===== config.mk =====
export PLATFORM = sky130hd
export DESIGN_NAME = cpu_supervisor
export DESIGN_NICKNAME = d
export VERILOG_FILES = /design/src/rtl/cpu_supervisor.sv
export SDC_FILE = /design/constraint.sdc
export NUM_CORES = 1
export LEC_CHECK = 0
export BUFFER_PORTS_ARGS = -buffer_cell sky130_fd_sc_hd__buf_2
export CAP_MARGIN = 20
export CORE_MARGIN = 1.5
export CORE_UTILIZATION = 30
export CTS_BUF_LIST = sky130_fd_sc_hd__clkbuf_8
export CTS_CLUSTER_SIZE = 25
export DETAILED_ROUTE_END_ITERATION = 10
export GPL_ROUTABILITY_DRIVEN = 1
export GPL_TIMING_DRIVEN = 0
export SYNTH_ARGS = -nofsm -noshare
export SYNTH_HDL_FRONTEND = slang
export SYNTH_SLANG_ARGS = --single-unit

===== constraint.sdc =====
create_clock -name clk -period 2.95 [get_ports clk]
set_input_delay 0.1475 -clock clk [delete_from_list [all_inputs] [get_ports clk]]
set_output_delay 0.1475 -clock clk [all_outputs]
set_load 0.02 [all_outputs]

===== src/rtl/cpu_supervisor.sv =====
// cpu_supervisor: byte-stream command decoder (load/dump/run/halt) that owns the
// CPU control pins and the program RAM ports while the CPU is stopped.
module cpu_supervisor #(
   parameter int addr_width = 9
) (
   input  logic                  clk,
   input  logic                  reset,
   input  logic [7:0]            rx_data,
   input  logic                  rx_valid,
   output logic [7:0]            tx_data,
   output logic                  tx_valid,
   input  logic                  tx_busy,
   output logic                  cpu_reset,
   output logic                  cpu_halt,
   output logic [addr_width-1:0] cpu_start,
   input  logic                  cpu_halted,
   output logic                  running,
   input  logic [addr_width-1:0] cpu_raddr,
   input  logic [addr_width-1:0] cpu_waddr,
   input  logic                  cpu_write,
   input  logic [7:0]            cpu_data_in,
   output logic [addr_width-1:0] mem_raddr,
   output logic [addr_width-1:0] mem_waddr,
   output logic                  mem_write,
   output logic [7:0]            mem_data_in,
   input  logic [7:0]            mem_data_out
);
   typedef enum logic [3:0] {
      IDLE, ARG, LOAD, DUMP_ADDR, DUMP_WAIT, DUMP_READ, DUMP_SEND, RUN_RST, HALT_WAIT, REPLY
   } state_t;

   localparam logic [7:0] OP_L = 8'h4C, OP_D = 8'h44, OP_R = 8'h52, OP_H = 8'h48;
   localparam logic [7:0] CH_OK = 8'h2E, CH_Q = 8'h3F, CH_BANG = 8'h21, CH_X = 8'h58;

   state_t                state_q, state_d;
   logic [7:0]            op_q, op_d, reply_q, reply_d, wdata_q, wdata_d, rdata_q, rdata_d;
   logic [1:0]            cnt_q, cnt_d;
   logic [23:0]           args_q, args_d;
   logic [15:0]           len_q, len_d, arg_len;
   logic [addr_width-1:0] ptr_q, ptr_d, raddr_q, raddr_d, waddr_q, waddr_d;
   logic [addr_width-1:0] cpu_start_q, cpu_start_d, arg_addr;
   logic                  sup_write_q, sup_write_d, cpu_reset_q, cpu_reset_d, cpu_halt_q, cpu_halt_d;
   logic                  running_q, running_d, pending_x_q, pending_x_d, last_arg;

   assign cpu_reset   = cpu_reset_q;
   assign cpu_halt    = cpu_halt_q;
   assign cpu_start   = cpu_start_q;
   assign running     = running_q;
   assign mem_raddr   = running_q ? cpu_raddr : raddr_q;
   assign mem_waddr   = running_q ? cpu_waddr : waddr_q;
   assign mem_data_in = running_q ? cpu_data_in : wdata_q;
   assign mem_write   = (running_q & cpu_write) | sup_write_q;

   always_comb begin
      state_d     = state_q;
      op_d        = op_q;
      cnt_d       = cnt_q;
      args_d      = args_q;
      len_d       = len_q;
      ptr_d       = ptr_q;
      raddr_d     = raddr_q;
      waddr_d     = waddr_q;
      wdata_d     = wdata_q;
      rdata_d     = rdata_q;
      reply_d     = reply_q;
      sup_write_d = 1'b0;
      cpu_reset_d = cpu_reset_q;
      cpu_halt_d  = cpu_halt_q;
      cpu_start_d = cpu_start_q;
      running_d   = running_q;
      pending_x_d = pending_x_q;
      tx_valid    = 1'b0;
      tx_data     = 8'h00;
      last_arg    = rx_valid && cnt_q == (op_q == OP_R ? 2'd1 : 2'd3);
      arg_addr    = addr_width'(op_q == OP_R ? {args_q[7:0], rx_data} : args_q[23:8]);
      arg_len     = {args_q[7:0], rx_data};
      case (state_q)
         IDLE:
            if (pending_x_q && !tx_busy) begin
               tx_valid    = 1'b1;
               tx_data     = CH_X;
               pending_x_d = 1'b0;
            end else if (rx_valid) begin
               op_d  = rx_data;
               cnt_d = 2'd0;
               if (rx_data == OP_L || rx_data == OP_D || rx_data == OP_R) state_d = ARG;
               else if (rx_data == OP_H && running_q) begin
                  state_d    = HALT_WAIT;
                  cpu_halt_d = 1'b1;
               end else begin
                  state_d = REPLY;
                  reply_d = rx_data == OP_H ? CH_OK : CH_Q;
               end
            end
         ARG:
            if (rx_valid) begin
               args_d = {args_q[15:0], rx_data};
               cnt_d  = cnt_q + 2'd1;
               if (last_arg && op_q == OP_R) begin
                  cpu_start_d = arg_addr;
                  cpu_reset_d = 1'b1;
                  running_d   = 1'b0;
                  cnt_d       = 2'd0;
                  state_d     = RUN_RST;
               end else if (last_arg) begin
                  len_d   = arg_len;
                  ptr_d   = arg_addr;
                  raddr_d = arg_addr;
                  reply_d = running_q ? CH_BANG : CH_OK;
                  state_d = arg_len == 16'd0 ? REPLY : op_q == OP_L ? LOAD : running_q ? REPLY : DUMP_ADDR;
               end
            end
         LOAD:
            if (rx_valid) begin
               len_d = len_q - 16'd1;
               ptr_d = ptr_q + 1'b1;
               // a load issued while the CPU ran is drained without touching memory
               if (reply_q == CH_OK) begin
                  sup_write_d = 1'b1;
                  waddr_d     = ptr_q;
                  wdata_d     = rx_data;
               end
               if (len_q == 16'd1) state_d = REPLY;
            end
         DUMP_ADDR: state_d = DUMP_WAIT;
         DUMP_WAIT: state_d = DUMP_READ;
         DUMP_READ: begin
            rdata_d = mem_data_out;
            state_d = DUMP_SEND;
         end
         DUMP_SEND:
            if (!tx_busy) begin
               tx_valid = 1'b1;
               tx_data  = rdata_q;
               len_d    = len_q - 16'd1;
               raddr_d  = raddr_q + 1'b1;
               state_d  = len_q == 16'd1 ? REPLY : DUMP_ADDR;
            end
         RUN_RST: begin
            cnt_d = cnt_q + 2'd1;
            if (cnt_q == 2'd1) begin
               cpu_reset_d = 1'b0;
               running_d   = 1'b1;
               reply_d     = CH_OK;
               state_d     = REPLY;
            end
         end
         HALT_WAIT:
            if (cpu_halted) begin
               running_d   = 1'b0;
               cpu_reset_d = 1'b1;
               cpu_halt_d  = 1'b0;
               reply_d     = CH_OK;
               state_d     = REPLY;
            end
         REPLY:
            if (!tx_busy) begin
               tx_valid = 1'b1;
               tx_data  = reply_q;
               state_d  = IDLE;
            end
         default: state_d = IDLE;
      endcase
      if (running_q && cpu_halted && state_q != HALT_WAIT) begin
         running_d   = 1'b0;
         cpu_reset_d = 1'b1;
         pending_x_d = 1'b1;
      end
   end

   always_ff @(posedge clk or negedge reset) begin
      if (!reset) begin
         state_q     <= IDLE;
         op_q        <= '0;
         cnt_q       <= '0;
         args_q      <= '0;
         len_q       <= '0;
         ptr_q       <= '0;
         raddr_q     <= '0;
         waddr_q     <= '0;
         wdata_q     <= '0;
         rdata_q     <= '0;
         reply_q     <= '0;
         sup_write_q <= 1'b0;
         cpu_reset_q <= 1'b1;
         cpu_halt_q  <= 1'b0;
         cpu_start_q <= '0;
         running_q   <= 1'b0;
         pending_x_q <= 1'b0;
      end else begin
         state_q     <= state_d;
         op_q        <= op_d;
         cnt_q       <= cnt_d;
         args_q      <= args_d;
         len_q       <= len_d;
         ptr_q       <= ptr_d;
         raddr_q     <= raddr_d;
         waddr_q     <= waddr_d;
         wdata_q     <= wdata_d;
         rdata_q     <= rdata_d;
         reply_q     <= reply_d;
         sup_write_q <= sup_write_d;
         cpu_reset_q <= cpu_reset_d;
         cpu_halt_q  <= cpu_halt_d;
         cpu_start_q <= cpu_start_d;
         running_q   <= running_d;
         pending_x_q <= pending_x_d;
      end
   end
endmodule

Yosys cells after proc, flatten, opt, wreduce, memory -nomap -nowiden

Cells that the tools add are included.

Memory bits (read-only): 0
Memory bits (writable): 0
Memories: 0
Register bits: 112
Bits in latches: 0
Output and inout port bits: 48

$lt $le $gt $ge: 0
Bitwise gates (word level): 3
Reductions and logical operators: 34
Multiplexer cells: 83
Shifts and indexed selects: 0
$mul: 0
Add/subtract/negate cells: 4
Divide/modulo/power cells: 0
Equality and inequality tests: 39

Operators by type and width:

| operator                | count |
|---|---|
| $mux W8                 | 12 |
| $mux W16                | 5 |
| $mux W9                 | 8 |
| $mux W4                 | 17 |
| $eq A8 B7 Y1 const B    | 6 |
| $pmux W16 S3            | 1 |
| $pmux W4 S10            | 1 |
| $pmux W9 S2             | 2 |
| $pmux W8 S4             | 1 |
| $ne A2 B2 Y1 const B    | 14 |
| $pmux W8 S3             | 1 |
| $mux W1                 | 23 |
| $reduce_and A10 Y1      | 2 |
| $add A9 B1 Y9 const B   | 2 |
| $eq A16 B1 Y1 const B   | 1 |
| $eq A4 B3 Y1 const B    | 4 |
| $logic_not A16 Y1       | 1 |
| $sub A16 B1 Y16 const B | 1 |
| $ne A3 B3 Y1 const B    | 5 |
| $reduce_and A5 Y1       | 3 |
| $reduce_and A6 Y1       | 2 |
| $mux W2                 | 5 |
| $reduce_bool A2 Y1      | 5 |
| $reduce_and A3 Y1       | 3 |
| 25 further kinds        | 38 |

Depth between registers and ports, before layout

Gate-level depths: netlist (run 1).

Depth in word-level cells: 9
Mapped depth: 8
Mapped depth without buffers: 7

Worst setup path after synthesis (run 1)

No wires, ideal clock.

Path type: register to register
Start: register state_q[2]
End: register state_q[1]
Stages on the path, launching flop included: 7
Arrival: 1.959 ns
Period minus slack after synthesis: 2.087 ns
Setup time: 0.128 ns
Slack: 0.863 ns
Data required time: 2.822 ns
Buffers on the path: 2
Path through: dfrtp_1 > buf_6 > or4b_1 > buf_2 > o311ai_1 > a211o_1 > mux2_1

Longest elaborated chain between the ends: 3

Ends and longest elaborated chain:

| item                                                          | line | source |
|---|---|---|
| from (decl)                                                   | 35   | `state_t state_q, state_d;` |
| from (signal assigned)                                        | 191  | `state_q <= state_d;` |
| $eq A4 B1 Y1 (tied with other cells)                          | 77   | `case (state_q)` |
| $ne A3 B3 Y1 (no line) / $ne A2 B2 Y1 (equally long branches) | -    |  |
| $reduce_and A10 Y1 (no line)                                  | -    |  |

Several ways; a longest one is shown, not always the timed one.
A chain may end at the register's enable or synchronous reset.

Worst setup path after layout (run 1)

Start: register state_q[0]
End: output port tx_data[4]

Longest elaborated chain between the ends: 2

Ends and longest elaborated chain:

| item                                 | line | source |
|---|---|---|
| $eq A4 B4 Y1 (tied with other cells) | 77   |  |
| $pmux W8 S3 (*)                      | 77   |  |
| to (decl)                            | 10   | `output logic [7:0] tx_data,` |

Mark *: on every way between the ends. The rest lies on a longest branch, timed or not.

==> metrics.md, run 1 <==
| Metric | Value |
|---|---|
| Outcome | `completed` |
| Post-synth EDFFs | `0` |
| Tcrit/Tclk final | `a little over nine tenths` |
| First-pass GRT wire length | `approximately 27000 um` |
| Final Max Tran Viols | `0` |
| Comb power frac | `slightly below 50%` |
| Grt total ovfl | `0` |
| Crit-path max cell delay | `around 0.48 ns` |
| Post-Route Utilization | `36.0%` |
| Startpoint Class | `flip-flop` |
| Sw Share | `about 42%` |
| Vias per Instance | `5.19` |
| Share of power burned in registers | `between 30% and 40%` |
| Worst Path Arrival | `2.63 ns` |
| Switching Power | `2.90 mW` |
| Die Width | `about 150 um` |
| Number of max-cap violations | `0` |
| Most common cell after layout, fill and taps aside | `dfrtp_1` |
| Hold Worst Slack | `about 0.10 ns` |
| Worst EP required | `2.80 ns` |
| Reg2Reg Setup Slack | `between 0.3 and 0.4 ns` |
| Syn Area/Cell | `10.2 um2` |
| CTS H-tree depth | `3` |
| Worst-Margin Slew | `approximately 0.98 ns` |
| Layout area overhead | `18.1%` |
| Reg2reg end | `ptr_q[7]` |
| Routability cong. | `0.886` |
| Critical Path Fanout Max | `10` |
| Final #Nets | `767` |
| Filler Cells Inserted | `about 2000` |
| Unrepaired setup endpoints after global routing | `false` |
| Hold Crit Start | `rx_data[2]` |
| Die span in y | `between 100 and 150 um` |
| Pin count of the biggest net entering global routing | `60` |
| Worst-Skew Late Latency | `0.39 ns` |
| Setup tns final | `0 ns` |
| Hold Crit Class | `primary input to flip-flop` |
| Setup crit end kind | `primary output` |
| ANT cells | `0` |
| Worst path slowest cell | `clkbuf_1` |
| Starting density of the core | `a little under a third` |
| Multi-input logic area | `3160 um2` |
| FF+latch area | `approximately 2700 um2` |
| Syn Std Cell Area | `between 6000 and 7000 um2` |
| TritonCTS clock tree | `built` |
| Max_slew headroom | `between 30% and 40%` |
| Final Skew | `~0.0077 ns` |
| Worst reg-to-reg path cell count | `6` |
| Clock buffer count from CTS | `9` |
| Core area | `between 20000 and 25000 um2` |
| Cell family with most CP delay | `buffers and inverters` |
| Lkg Pwr | `around 3.3 nW` |
| Initial antenna violation count | `0` |
| Final setup viols | `0` |
| Clock Power Share | `between 10% and 20%` |
| # DRC | `0` |
| Mapped Cells | `about 600` |
| Via count | `between 5000 and 6000` |
| Worst ir drop on vdd | `283 uV` |
| Final hold vios | `0` |
| Post-synth ARST share | `between 90% and 100%` |
| Hold path endpoint | `wdata_q[2]` |
| Distinct cells, synth | `67` |
| Crit-path cells | `buf_2 > nor4bb_1 > clkbuf_1 > clkbuf_1 > a22oi_1 > o21ai_0 > buf_2` |
| Most used DFF post-synth | `dfrtp_1` |
| Internal power | `about 4 mW` |
| # clock sinks | `108` |
| ANT nets after route | `0` |
| Post-DP HPWL | `roughly 12000 um` |
| WS Path Type | `flip-flop to primary output` |
| Post-CTS Setup Inserts | `0` |
| Time the worst path needs with I/O delays and setup | `2.78 ns` |
| Vias in the first global route | `about 5100` |
| FP Rows | `52` |
| Synth Net Count | `~660` |
| GRT Util Overall | `between 15 and 20%` |
| Min-Delay Path Depth | `2` |
| Commonest non-fill, non-tap cells in the layout | `107 x dfrtp_1, 103 x buf_2, 72 x mux2_2` |
| Worst-path clk slew | `about 0.11 ns` |
| Drt pass-1 iters | `5` |
| I/O pin count | `between 90 and 100` |
| PortBufs | `90` |
| Share of layout cells above drive strength 1 | `a little under a third` |
| Max Freq | `about 360 MHz` |
| WL final | `~17000 um` |
| First DRT Iteration DRCs | `~330` |
| Die area | `21300 um2` |
| Seq/Total Area, Yosys | `approximately 44%` |
| Bufs and invs on worst path | `4` |
| Yosys reg bits | `roughly 110` |
| Crit Reg-Reg Startpoint | `op_q[7]` |
| CTS max path bufs | `2` |
| CTS Root Cell | `clkbuf_8` |
| YS warnings | `0` |
| Worst setup path start | `state_q[0]` |
| DR WL/cell | `roughly 17 um` |
| PwrDens | `947 nW/um2` |
[power by group through the flow]
stage	Combinational (mW)	Sequential [mW]	Clock, mW
floorplan	2.48	2.46	0
global placement	3.24	2.60	0
detailed placement	3.28	2.62	0
CTS	3.30	2.59	0.973
global route	3.61	2.69	1.02
finish	3.30	2.60	0.950
[registers in the layout, summed over array words and instances, names as in the netlist, 9 cells and up]
signal / flops
len_q: 16
args_q: 17
waddr_q: 9
cpu_start: 9
ptr_q: 9
raddr_q: 9
[layer usage]
metal  up-vias  global-route usage [%]  wire, um
li1       2444                       -         -
met4         0                    6.48       478
met5         -                       0         0
met2       157                    25.5      7780
met3        27                    2.29       743
met1      2507                    21.0      7710
[kinds of logic (layout without fill, tap and decap cells)]
logic type | Yosys count | in the layout | share of synthesized area, %
adders and majority gates | 5 | 5 | 1.02
buffers and inverters | 56 | 172 | 4.29
muxes | 95 | 95 | 17.8
DFF | 108 | 108 | 44.1
AOI/OAI and AO/OA | 164 | 164 | 17.2
xor gates and xnor gates | 2 | 2 | 0.286
and+or+nand+nor | 173 | 173 | 15.2
[worst max-delay path by stage]
stage | depth (start not counted) | endpoint | slack [ns]
detailed placement | 6 | ptr_q[7] | 0.41
global route | 7 | tx_data[4] | 0.005
floorplan | 6 | state_q[1] | 0.86
finish | 7 | tx_data[4] | 0.17
CTS | 7 | tx_data[7] | 0.02
global placement | 1 | rdata_q[5] | 0.42
[Yosys cell counts, types with 3 or more instances]
library cell  number  share of area [%]
o211ai_1           3               0.37
dfrtp_1          107                 44
mux2_2            72                 13
o21ai_0           38                3.1
nor4bb_1           3               0.49
nor3_1            16                1.3
o22a_1            13                1.9
nor3b_1            3               0.37
o22ai_1            5               0.51
nor4b_1            3               0.43
nand2b_1           3               0.31
a21o_1             6               0.74
nor4_1             9               0.92
mux2_4            10                2.5
and3_1             7               0.71
or3_1              5               0.51
a211oi_1           6               0.74
o31a_1             3               0.43
inv_1             15               0.92
buf_6              4               0.74
a22oi_1            9                1.1
mux2i_1           12                2.0
a31oi_1           13                1.3
nand2_1           46                2.8
nand3_1            8               0.65
clkbuf_1          17                1.0
a211o_1            3               0.43
nand4_1            3               0.31
ha_1               5                1.0
a21oi_1           38                3.1
nor2_1            44                2.7
buf_2             14                1.1
o21ai_1           10               0.82
buf_1              4               0.25
[what timing repair did]
| action | 4_1_cts | 5_1_grt |
|---|---|---|
| hold buffers | 9 | 0 |
| resized for setup | 0 | 3 |
| hold endpoints to repair | 65 | 0 |
| setup endpoints to repair | 0 | 2 |
[stage by stage]
step / worst slack, ns / power (mW) / area, um2 / std cells
2_1_floorplan: 0.863 / 4.94 / 6120 / 603
3_3_place_gp: 0.416 / 5.84 / 6910 / 963
3_5_place_dp: 0.408 / 5.89 / 6940 / 964
4_1_cts: 0.0160 / 6.86 / 7230 / 989
5_1_grt: 0.00518 / 7.32 / 7240 / 989
6_report: 0.169 / 6.85 / 7240 / 989
[final cells by class]
cell class | instances | area share [%]
clock buffers | 9 | 1.71
inverters | 15 | 0.778
plain buffers | 41 | 2.87
multi-input cells | 439 | 43.7
well taps | 270 | 4.67
clock inverters | 7 | 1.04
repair buffers | 100 | 7.89
flip-flops and latches | 108 | 37.4
Note: power is estimated with default switching activity, not from simulation.
==> run 2, diff against run 1 <==
--- a/config.mk
+++ b/config.mk
@@ -7,6 +7,8 @@
 export LEC_CHECK = 0
 export BUFFER_PORTS_ARGS = -buffer_cell sky130_fd_sc_hd__buf_2
 export CAP_MARGIN = 20
+export CELL_PAD_IN_SITES_DETAIL_PLACEMENT = 1
+export CELL_PAD_IN_SITES_GLOBAL_PLACEMENT = 2
 export CORE_MARGIN = 1.5
 export CORE_UTILIZATION = 30
 export CTS_BUF_LIST = sky130_fd_sc_hd__clkbuf_8
@@ -14,6 +16,7 @@
 export DETAILED_ROUTE_END_ITERATION = 10
 export GPL_ROUTABILITY_DRIVEN = 1
 export GPL_TIMING_DRIVEN = 0
+export PLACE_DENSITY_LB_ADDON = 0.1
 export SYNTH_ARGS = -nofsm -noshare
 export SYNTH_HDL_FRONTEND = slang
 export SYNTH_SLANG_ARGS = --single-unit
==> run 2 against run 1 <==
  * Cell count unchanged
  * Critical endpoint is now tx_data[7]
  * Maximum frequency increased by 3.1%
  * Critical path type unchanged
  * Clock power decreased by 8.8%
==> metrics.md, run 2 (same netlist as run 1, synthesis figures left out) <==
| Metric | Value |
|---|---|
| Outcome | `completed` |
| Crit Reg-Reg Startpoint | `op_q[5]` |
| Max_slew headroom | `between 30% and 40%` |
| Time the worst path needs with I/O delays and setup | `approximately 2.7 ns` |
| Vias per Instance | `around 5.3` |
| Final Max Tran Viols | `0` |
| Max Freq | `between 300 and 400 MHz` |
| Comb power frac | `around 50%` |
| CTS max path bufs | `2` |
| Drt pass-1 iters | `6` |
| ANT cells | `0` |
| Layout area overhead | `17.8%` |
| Share of power burned in registers | `38.0%` |
| Internal power | `between 3 and 4 mW` |
| Biggest regs | `args_q (17), len_q (16)` |
| Starting density of the core | `30.5%` |
| Worst EP required | `2.80 ns` |
| Power, Total | `roughly 6.9 mW` |
| TritonCTS clock tree | `built` |
| Critical Path Fanout Max | `10` |
| Final hold vios | `0` |
| Hold Crit Class | `primary input to flip-flop` |
| Setup tns final | `0 ns` |
| Clock buffer count from CTS | `9` |
| WL final | `a little under 20000 um` |
| Unrepaired setup endpoints after global routing | `false` |
| Routability cong. | `0.812` |
| Tcrit/Tclk final | `between 90% and 100%` |
| PortBufs | `90` |
| Reg2reg end | `ptr_q[4]` |
| Worst reg-to-reg path cell count | `6` |
| Commonest non-fill, non-tap cells in the layout | `107 x dfrtp_1, 103 x buf_2, 72 x mux2_2` |
| # clock sinks | `108` |
| # DRC | `0` |
| Setup crit end kind | `primary output` |
| Number of max-cap violations | `0` |
| ANT nets after route | `0` |
| Sw Share | `between 40% and 50%` |
| First-pass GRT wire length | `approximately 31000 um` |
| Switching Power | `about 3.0 mW` |
| CTS H-tree depth | `3` |
| Core area | `about 20000 um2` |
| PwrDens | `954 nW/um2` |
| Share of layout cells above drive strength 1 | `between 30% and 40%` |
| Die Width | `between 100 and 150 um` |
| Final #Nets | `about 770` |
| CTS Root Cell | `clkbuf_8` |
| Initial antenna violation count | `0` |
| Worst-Skew Late Latency | `about 0.40 ns` |
| DR WL/cell | `between 15 and 20 um` |
| Max reg flops | `17` |
| Grt total ovfl | `0` |
| Lkg Pwr | `between 3 and 4 nW` |
| Via count | `around 5200` |
| Reg2Reg Setup Slack | `about 0.35 ns` |
| Clock Power Share | `12.6%` |
| Worst-Margin Slew | `0.939 ns` |
| First DRT Iteration DRCs | `around 220` |
| Worst setup path start | `state_q[0]` |
| Worst setup path endpoint | `tx_data[7]` |
| Biggest register | `args_q` |
| Most common cell after layout, fill and taps aside | `dfrtp_1` |
| WS Path Type | `flip-flop to primary output` |
| Pin count of the biggest net entering global routing | `56` |
| I/O pin count | `96` |
| Final setup viols | `0` |
| Vias in the first global route | `roughly 5400` |
| FP Rows | `52` |
| Final Skew | `between 0.015 and 0.02 ns` |
| Worst-path clk slew | `about 0.1 ns` |
| Startpoint Class | `flip-flop` |
| Die span in y | `~150 um` |
| Post-DP HPWL | `between 10000 and 15000 um` |
| Worst ir drop on vdd | `just under 400 uV` |
| Post-CTS Setup Inserts | `0` |
| GRT Util Overall | `a little under a fifth` |
| Worst Path Arrival | `roughly 2.6 ns` |
| Die area | `approximately 21000 um2` |
-- run 2: what timing repair did --
item	CTS	global route
hold buffers	9	0
endpoints found under the setup margin	0	4
hold endpoints to repair	61	0
gates resized for setup	0	5
-- run 2: power groups by stage --
stage               Clock (mW)  Sequential (mW)  Combinational (mW)
floorplan                    0             2.46                2.48
global placement             0             2.61                3.34
detailed placement           0             2.65                3.41
CTS                      0.921             2.61                3.44
global route             0.970             2.71                3.74
finish                   0.866             2.61                3.41
-- run 2: worst min-delay path by stage --
stage	startpoint	to	slack [ns]	cells past startpoint
final	rx_data[0]	len_q[0]	0.1	3
after global routing	rx_data[2]	args_q[2]	0.10	2
after global placement	mem_data_out[0]	rdata_q[0]	0.38	2
after floorplan	reset	args_q[0]	-0.15	0
after detailed placement	reset	waddr_q[3]	0.15	1
after CTS	rx_data[0]	len_q[0]	0.07	3
-- run 2: critical path, stage by stage, from the launching register on --
cell	delay (ns)
dfrtp_1	0.38
buf_2	0.18
buf_1	0.27
nor2b_2	0.29
nand3_1	0.30
clkbuf_2	0.31
nor3b_1	0.22
buf_2	0.19
-- run 2: layout make-up --
cell class / instances / area (um2)
inverters: 15 / 56.3
well taps: 270 / 338
multi-input cells: 439 / 3160
fillers: 2297 / 12900
clock inverters: 7 / 51.3
repair buffers: 100 / 574
clock buffers: 9 / 124
flip-flops and latches: 108 / 2700
plain buffers: 41 / 209
-- run 2: per-stage QoR --
| step | cell area [um2] | setup slack [ns] | utilization, % | std cells | hold WS (ns) |
|---|---|---|---|---|---|
| floorplan | 6120 | 0.863 | - | 603 | -0.148 |
| global placement | 6910 | 0.270 | 34.4 | 963 | 0.382 |
| detailed placement | 6950 | 0.305 | 34.6 | 964 | 0.148 |
| CTS | 7210 | 0.0372 | 35.9 | 989 | 0.0748 |
| global route | 7220 | 0.0573 | 35.9 | 989 | 0.104 |
| finish | 7220 | 0.252 | 35.9 | 989 | 0.0957 |
-- run 2: layer usage --
layer | routed length [um] | vias to the layer above | GRT usage (%)
met5 | 0 | - | 0
met4 | 212 | 0 | 4.29
met3 | 556 | 10 | 2.92
met2 | 9330 | 85 | 30.8
met1 | 9640 | 2668 | 26.6
li1 | - | 2457 | -
==> run 3, diff against run 2 <==
--- a/config.mk
+++ b/config.mk
@@ -10,7 +10,7 @@
 export CELL_PAD_IN_SITES_DETAIL_PLACEMENT = 1
 export CELL_PAD_IN_SITES_GLOBAL_PLACEMENT = 2
 export CORE_MARGIN = 1.5
-export CORE_UTILIZATION = 30
+export CORE_UTILIZATION = 37
 export CTS_BUF_LIST = sky130_fd_sc_hd__clkbuf_8
 export CTS_CLUSTER_SIZE = 25
 export DETAILED_ROUTE_END_ITERATION = 10
==> run 3 against run 2 <==
  * First-iteration DRC count up 44%
  * Maximum frequency down 0.36%
  * Die area down 19%
  * Global-route usage up 3.6 points
  * Clock-buffer cell count unchanged
  * Largest power group unchanged
  * Highest routed layer unchanged
==> metrics.md, run 3 (same netlist as run 1, synthesis figures left out) <==
| Metric | Value |
|---|---|
| Die Width | `~130 um` |
| Crit-path max cell delay | `approximately 0.43 ns` |
| Commonest non-fill, non-tap cells in the layout | `107 x dfrtp_1, 103 x buf_2, 72 x mux2_2` |
| Most common cell after layout, fill and taps aside | `dfrtp_1` |
| WS Path Type | `flip-flop to primary output` |
| Share of layout cells above drive strength 1 | `31.2%` |
| Worst path slowest cell | `clkbuf_1` |
| Final Skew | `0.0127 ns` |
| Clock buffer count from CTS | `9` |
| Vias per Instance | `5.61` |
| Biggest register | `args_q` |
| Routability cong. | `roughly 0.87` |
| Hold Crit Class | `primary input to flip-flop` |
| Worst EP required | `2.80 ns` |
| Number of max-cap violations | `0` |
| Met3 WL | `between 500 and 600 um` |
| # DRC | `0` |
| GRT Util Overall | `a little under a quarter` |
| Max Freq | `369 MHz` |
| Final setup viols | `0` |
| Via count | `about 5200` |
| Final Max Tran Viols | `0` |
| FF+latch area | `about 2700 um2` |
| # clock sinks | `108` |
| Core area | `between 15000 and 20000 um2` |
| Setup crit end kind | `primary output` |
| Biggest regs | `args_q (17), len_q (16)` |
| First DRT Iteration DRCs | `310` |
| Die area | `~17000 um2` |
| Die span in y | `132 um` |
| Worst Path Arrival | `about 2.6 ns` |
| Vias in the first global route | `5541` |
| Hold Worst Slack | `approximately 0.095 ns` |
| Worst-path clk slew | `0.12 ns` |
| Unrepaired setup endpoints after global routing | `false` |
| Max_slew headroom | `between 40% and 50%` |
| Final hold vios | `0` |
| Worst ir drop on vdd | `between 400 and 500 uV` |
| Finished Layout Cells | `935` |
| Pin count of the biggest net entering global routing | `84` |
| Layout area overhead | `17.1%` |
| TritonCTS clock tree | `built` |
| Critical Path Fanout Max | `10` |
| PwrDens | `around 970 nW/um2` |
| Tcrit/Tclk final | `around 92%` |
| Max reg flops | `17` |
| ANT cells | `0` |
| CTS max path bufs | `2` |
| CTS Root Cell | `clkbuf_8` |
| Worst-Margin Slew | `0.878 ns` |
| Outcome | `completed` |
| Setup tns final | `0 ns` |
| Lkg Pwr | `3.31 nW` |
| Bufs and invs on worst path | `4` |
| PortBufs | `90` |
| Initial antenna violation count | `0` |
| ANT nets after route | `0` |
| Worst-Skew Late Latency | `about 0.4 ns` |
| Final #Nets | `around 770` |
| WL final | `~19000 um` |
| Time the worst path needs with I/O delays and setup | `between 2 and 3 ns` |
| Placed cells | `slightly above 900` |
| Met1 Routed Length | `roughly 9000 um` |
| Crit-path cells | `buf_2 > nor4bb_1 > clkbuf_1 > clkbuf_1 > a22oi_1 > o21ai_0 > buf_2` |
| First-pass GRT wire length | `slightly above 30000 um` |
| Drt pass-1 iters | `4` |
| FP Rows | `46` |
| Grt total ovfl | `0` |
| Cell family with most CP delay | `buffers and inverters` |
| I/O pin count | `96` |
| Top Layer Used | `met4` |
| Post-DP HPWL | `between 10000 and 15000 um` |
| Startpoint Class | `flip-flop` |
| Met2 routed WL | `approximately 9000 um` |
| Filler Cells Inserted | `~1900` |
| Starting density of the core | `between 30% and 40%` |
| Multi-input logic area | `about 3200 um2` |
| DR WL/cell | `20.3 um` |
| CTS H-tree depth | `3` |
==> run 3: changes by cell type in the layout (fill, tap and decap cells not counted), sizes merged <==
| cell | previous run | this run |
|---|---|---|
| clkinvlp | 3 | 0 |
| inv | 18 | 19 |
| clkinv | 1 | 3 |
==> run 3: what timing repair did <==
action                                  4_1_cts  5_1_grt
endpoints found under the setup margin        0        2
setup buffers                                 0        0
endpoints found under the hold margin        72        0
gates resized for setup                       0        3
hold buffers                                  9        0
==> run 3: path summary, 6_finish.rpt <==
path                       cells past startpoint      endpoint  slack, ns    startpoint
hold reg to reg                                2  cpu_start[2]       0.49  cpu_start[2]
max in group asynchronous                      3     cpu_reset       2.05         reset
hold / removal                                 3      len_q[0]        0.1    rx_data[0]
setup reg to reg                               6      ptr_q[4]       0.44       op_q[5]
setup / recovery                               7    tx_data[4]       0.24    state_q[1]
min in group asynchronous                      2    waddr_q[5]       0.17         reset
==> run 3: metal layers <==
layer | GRT usage [%] | vias to the layer above
met5 | 0 | -
met4 | 6.17 | 0
met3 | 2.74 | 14
met2 | 37.7 | 87
met1 | 30.7 | 2691
li1 | - | 2449
==> run 3: final cells by class <==
| type | count | share of cell area (%) |
|---|---|---|
| Clock buffer | 9 | 1.73 |
| Multi-Input combinational cell | 439 | 44.1 |
| Clock inverter | 7 | 1.06 |
| Inverter | 15 | 0.785 |
| Buffer | 41 | 2.90 |
| Timing Repair Buffer | 100 | 8.01 |
| Tap cell | 216 | 3.77 |
| Sequential cell | 108 | 37.7 |
==> run 3: metrics by stage <==
| stage | total power [mW] | worst slack [ns] | cell area, um2 | util, % |
|---|---|---|---|---|
| finish | 6.95 | 0.243 | 7170 | 44.8 |
| detailed placement | 6.03 | 0.429 | 6880 | 43.0 |
| CTS | 7.00 | 0.0569 | 7170 | 44.8 |
| floorplan | 4.94 | 0.863 | 6120 | - |
| global route | 7.45 | 0.00126 | 7170 | 44.8 |
| global placement | 5.88 | 0.365 | 6850 | 42.8 |
==> run 3: power breakdown <==
part / switching (mW) / total (mW) / internal [mW]
clock: 0.614 / 0.953 / 0.339
sequential: 0.561 / 2.64 / 2.07
combinational: 1.88 / 3.36 / 1.48
==> run 3: worst min-delay path, stage by stage <==
cell,delay [ns]
buf_2,0.17
nand2_1,0.07
o21ai_0,0.07
